==> src/rtl/lzc_pkg.sv <==
// Shared types and constants for the sequential leading/trailing-zero counter.
package lzc_pkg;

    typedef enum logic [1:0] {
        IDLE = 2'd0,
        SCAN = 2'd1,
        DONE = 2'd2
    } lzc_state_t;

    localparam logic LZC_MODE_LEAD  = 1'b0;
    localparam logic LZC_MODE_TRAIL = 1'b1;

endpackage

==> src/rtl/lzc_chunk.sv <==
// Combinational leading-zero count of a nonzero CHUNK-bit vector, built as a
// binary tree of 2-bit encoder cells; nz reports whether any bit was set.
module lzc_chunk #(
    parameter  int CHUNK = 4,
    localparam int LW    = $clog2(CHUNK)
) (
    input  logic [CHUNK-1:0] din,
    output logic [LW-1:0]    lz,
    output logic             nz
);

    localparam int LV = $clog2(CHUNK);

    genvar l, i;
    for (l = 0; l < LV; l++) begin : g_lvl
        localparam int N = CHUNK >> (l + 1);
        logic [l:0] c [N];
        logic       v [N];

        for (i = 0; i < N; i++) begin : g_node
            if (l == 0) begin : g_leaf
                assign v[i] = din[2*i+1] | din[2*i];
                assign c[i] = ~din[2*i+1];
            end else begin : g_merge
                // An empty upper half contributes 2^l zeros ahead of the lower half's count.
                assign v[i] = g_lvl[l-1].v[2*i+1] | g_lvl[l-1].v[2*i];
                assign c[i] = g_lvl[l-1].v[2*i+1] ? {1'b0, g_lvl[l-1].c[2*i+1]}
                                                  : {1'b1, g_lvl[l-1].c[2*i]};
            end
        end
    end

    assign lz = g_lvl[LV-1].c[0];
    assign nz = g_lvl[LV-1].v[0];

endmodule

==> src/rtl/lzc_seq.sv <==
// Sequential leading/trailing-zero counter: scans one word CHUNK bits per cycle
// from the MSB end, stopping at the first set bit, over valid/ready handshakes.
module lzc_seq
    import lzc_pkg::*;
#(
    parameter  int WIDTH = 32,
    parameter  int CHUNK = 4,
    localparam int CW    = $clog2(WIDTH + 1)
) (
    input  logic             clk,
    input  logic             reset,
    input  logic             in_valid,
    output logic             in_ready,
    input  logic [WIDTH-1:0] in_data,
    input  logic             in_mode,
    output logic             out_valid,
    input  logic             out_ready,
    output logic [CW-1:0]    out_count,
    output logic             out_zero
);

    localparam int NCH = WIDTH / CHUNK;
    localparam int IW  = (NCH > 1) ? $clog2(NCH) : 1;
    localparam int LW  = $clog2(CHUNK);

    if (WIDTH < 2 || CHUNK < 2 || CHUNK > WIDTH || (WIDTH % CHUNK) != 0 ||
        (CHUNK & (CHUNK - 1)) != 0) begin : g_bad_params
        $error("lzc_seq: illegal WIDTH=%0d / CHUNK=%0d", WIDTH, CHUNK);
    end

    lzc_state_t       state;
    logic [WIDTH-1:0] shift;
    logic [WIDTH-1:0] word_in;
    logic [CW-1:0]    acc;
    logic [IW-1:0]    idx;
    logic [CHUNK-1:0] top;
    logic [LW-1:0]    top_lz;
    logic             top_nz;

    // Trailing-zero mode reuses the MSB-first scan on the bit-reversed word.
    always_comb begin
        word_in = in_data;
        if (in_mode == LZC_MODE_TRAIL) begin
            for (int b = 0; b < WIDTH; b++) begin
                word_in[b] = in_data[WIDTH-1-b];
            end
        end
    end

    assign top = shift[WIDTH-1 -: CHUNK];

    lzc_chunk #(
        .CHUNK(CHUNK)
    ) u_chunk (
        .din(top),
        .lz (top_lz),
        .nz (top_nz)
    );

    always_ff @(posedge clk) begin
        if (reset) begin
            state     <= IDLE;
            in_ready  <= 1'b1;
            out_valid <= 1'b0;
            out_count <= '0;
            out_zero  <= 1'b0;
            shift     <= '0;
            acc       <= '0;
            idx       <= '0;
        end else begin
            case (state)
                IDLE: begin
                    if (in_valid) begin
                        shift    <= word_in;
                        acc      <= '0;
                        idx      <= '0;
                        in_ready <= 1'b0;
                        state    <= SCAN;
                    end
                end
                SCAN: begin
                    if (top_nz) begin
                        out_count <= acc + CW'(top_lz);
                        out_zero  <= 1'b0;
                        out_valid <= 1'b1;
                        state     <= DONE;
                    end else if (idx == IW'(NCH - 1)) begin
                        out_count <= CW'(WIDTH);
                        out_zero  <= 1'b1;
                        out_valid <= 1'b1;
                        state     <= DONE;
                    end else begin
                        acc   <= acc + CW'(CHUNK);
                        shift <= shift << CHUNK;
                        idx   <= idx + IW'(1);
                    end
                end
                DONE: begin
                    if (out_ready) begin
                        out_valid <= 1'b0;
                        in_ready  <= 1'b1;
                        state     <= IDLE;
                    end
                end
                default: begin
                    out_valid <= 1'b0;
                    in_ready  <= 1'b1;
                    state     <= IDLE;
                end
            endcase
        end
    end

endmodule

==> config.mk <==
export PLATFORM = sky130hd
export DESIGN_NAME = lzc_seq
export DESIGN_NICKNAME = d
export VERILOG_FILES = /design/src/rtl/lzc_pkg.sv /design/src/rtl/lzc_chunk.sv /design/src/rtl/lzc_seq.sv
export SDC_FILE = /design/constraint.sdc
export NUM_CORES = 1
export LEC_CHECK = 0
export BUFFER_PORTS_ARGS = -buffer_cell sky130_fd_sc_hd__buf_2
export CORE_MARGIN = 1
export CORE_UTILIZATION = 57
export CTS_CLUSTER_DIAMETER = 200
export DETAILED_ROUTE_END_ITERATION = 7
export GPL_TIMING_DRIVEN = 0
export PLACE_DENSITY = 0.93
export SLEW_MARGIN = 20
export SYNTH_ARGS = -nofsm -noshare
export SYNTH_HDL_FRONTEND = slang
export SYNTH_SLANG_ARGS = --single-unit
==> constraint.sdc <==
create_clock -name clk -period 3.3 [get_ports clk]
set_clock_uncertainty 0.05 [all_clocks]
set_input_delay 0.66 -clock clk [delete_from_list [all_inputs] [get_ports clk]]
set_output_delay 0.66 -clock clk [all_outputs]
set_load 0.005 [all_outputs]
==> run summary <==
Clock Tree Buf Depth -> 2
ant diodes -> 0
Startpoint Class -> register
maximum VDD drop -> 0.000297 V
I/O Pins -> 46
first-pass GRT wire length -> 9490 um
Die Wd -> 67.5 um
Post-DP HPWL -> 4420 um
CTS Sinks -> 50
Worst R2R Setup Slack -> 0.91 ns
Max Fclk -> 419 MHz
commonest non-fill, non-tap cell in the layout -> buf_2
synthesized area -> 2450 sq um
CP Max Fanout -> 10
DR iter-0 viols -> 166
initial antenna violation count -> 0
status -> finished, final reports clean
post-CTS setup buffers -> 0
Final Slew Violations -> 0
Post-Route Setup TNS -> 0 ns
CTS H-tree depth -> 2
number of global-route vias before repair -> 1985
height of the chip -> 67.5 um
hold path start -> out_zero
Rel. slew slack -> 0.369
worst slew pin tran -> 0.940 ns
Initial Util -> 0.603
Synth cell types -> 38
Synth area leader -> dfxtp_1
Final Instance Area -> 2830 sq um
commonest cells after routing, fill and taps aside -> buf_2 (51), dfxtp_1 (50), a21oi_1 (39)
post-route ant nets -> 0
DR WL/cell -> 17.6 um
TritonCTS clock tree -> done
Min-Delay Endpoint -> out_zero
area of the multi-input gates -> 1330 sq um
syn avg cell area -> 9.98 sq um
fin crit share -> 0.723
Pleak -> 0.00119 uW
RSZ-0062 raised after global routing -> false
Mapped Nets -> 286
CP arrival -> 2.54 ns
final setup fails -> 0
DR vias/cell -> 6.29
grt total ovfl -> 0
minimum clock period after layout -> 2.39 ns
reg2reg end -> shift[29]
Async S/R FF share, synth -> 0
row count -> 23
Final Hold Vio Count -> 0
Area after DPL -> 2730 sq um
Final nets -> 337
Post-Syn Instances -> 245
final WL -> 6100 um
Worst Reg-to-Reg Cells -> 7
GRT Overall Usage -> 0.285
clock slew at reported path FFs -> 0.09 ns
core area -> 4060 sq um
Pre-Repair DR Iteration Count -> 4
HP Class -> register to register
largest cells by area after synthesis -> dfxtp_1 (41%), mux2i_1 (13%), a21oi_1 (8.0%), o221a_2 (6.9%), o221a_1 (6.0%)
Crit Path Class -> register to register
Seq cells post-synth -> 50
max cap viols -> 0
total CTS buffers -> 5
Critical Path End Type -> register
synth-to-layout area growth -> 15.7%
Buffers on Ports -> 44
clk_lat worst skew -> 0.31 ns
count of cells resized by post-cts repair -> 0
hold_buf cts -> 0
WP data required -> 3.46 ns
Clock Tree Root -> clkbuf_8
register area share after synthesis -> 0.409
routability cong. -> 0.826
largest net degree at the start of global routing -> 17
top_reg_cell synth -> dfxtp_1
Hold Path Depth -> 2
synth warn -> 0
layout cells sized above 1 -> 0.266
RR Startpoint -> idx[0]
DR DRC count -> 0
PwrDens -> 515 nW/um^2
top cell type's share of synthesized area -> 0.409
Vias -> 2181
number of synthesized flops with an enable pin -> 0
Filler cells -> 285
register area -> 1000 sq um
die area -> 4560 sq um
-- worst max path at each step --
stage | start | endpoint | slack (ns) | depth (start not counted)
after floorplan | idx[0] | acc[5] | 1.32 | 6
after global placement | idx[0] | shift[30] | 1.04 | 7
after detailed placement | idx[0] | shift[29] | 0.98 | 7
after CTS | idx[0] | shift[29] | 0.96 | 7
after global routing | idx[0] | shift[29] | 0.78 | 7
final | idx[0] | shift[29] | 0.91 | 7
-- cells by family (layout without fill, tap and decap cells) --
| kind of cell | Yosys count | in the layout | share of synthesized area |
|---|---|---|---|
| AO/OA/AOI/OAI | 94 | 94 | 0.298 |
| XOR/XNOR | 1 | 1 | 0.00358 |
| adder cells (fa/ha/maj) | 4 | 4 | 0.0205 |
| buffers and inverters | 27 | 79 | 0.0481 |
| flip-flops | 50 | 50 | 0.409 |
| multiplexers | 32 | 32 | 0.131 |
| other | 1 | 1 | 0.00153 |
| AND/OR/NAND/NOR | 36 | 36 | 0.0885 |
-- cell usage after synthesis, types with 4 or more instances --
cell type,instances
nand3_1,8
nor2_1,5
ha_1,4
o221a_1,13
buf_2,7
clkbuf_1,15
a21oi_1,39
mux2i_1,32
o221a_2,15
o211ai_1,11
dfxtp_1,50
o2bb2ai_1,4
-- metrics by stage --
| step | hold WS, ns | cells | power (uW) | utilization | setup WS (ns) |
|---|---|---|---|---|---|
| floorplan | 0.383 | 245 | 968 | - | 1.32 |
| global placement | 0.401 | 339 | 1070 | 0.673 | 1.04 |
| detailed placement | 0.405 | 339 | 1080 | 0.673 | 0.978 |
| CTS | 0.430 | 347 | 1460 | 0.697 | 0.958 |
| global route | 0.441 | 347 | 1530 | 0.697 | 0.783 |
| finish | 0.432 | 347 | 1460 | 0.697 | 0.913 |
-- critical path: stages (launching register included) --
cell and delay [ns]:
dfxtp_1 0.34, ha_1 0.20, ha_1 0.23, nor3b_2 0.42, nand2_1 0.14, clkbuf_1 0.27
buf_1 0.30, o221a_2 0.33
-- registers in the layout, summed over array words and instances, names as in the netlist --
name,cells
shift,32
out_count,6
acc,4
idx,3
state,2
in_ready,1
out_valid,1
out_zero,1
-- metal layers --
layer / routed length, um / vias up / global-route usage / part of all wire
met3: 397 / 9 / 0.0946 / 0.065
met4: 90 / 0 / 0.117 / 0.015
met1: 2660 / 1041 / 0.367 / 0.44
met2: 2950 / 70 / 0.433 / 0.48
met5: 0 / - / 0 / 0
li1: - / 1061 / - / -
-- report_power, final --
part           internal [uW]  switching [uW]  total [uW]
Sequential               677            53.3         731
Clock                    173             208         381
Combinational            148             199         347
Total                    998             460        1460
-- area by class of cell --
class / instances / area share
multi-input combinational: 168 / 0.469
sequential: 50 / 0.354
timing repair buffer: 44 / 0.0778
buffer: 25 / 0.0389
clock buffer: 6 / 0.0292
tap: 50 / 0.0221
clock inverter: 2 / 0.00619
inverter: 2 / 0.00265
Note: power is estimated with default switching activity, not from simulation.
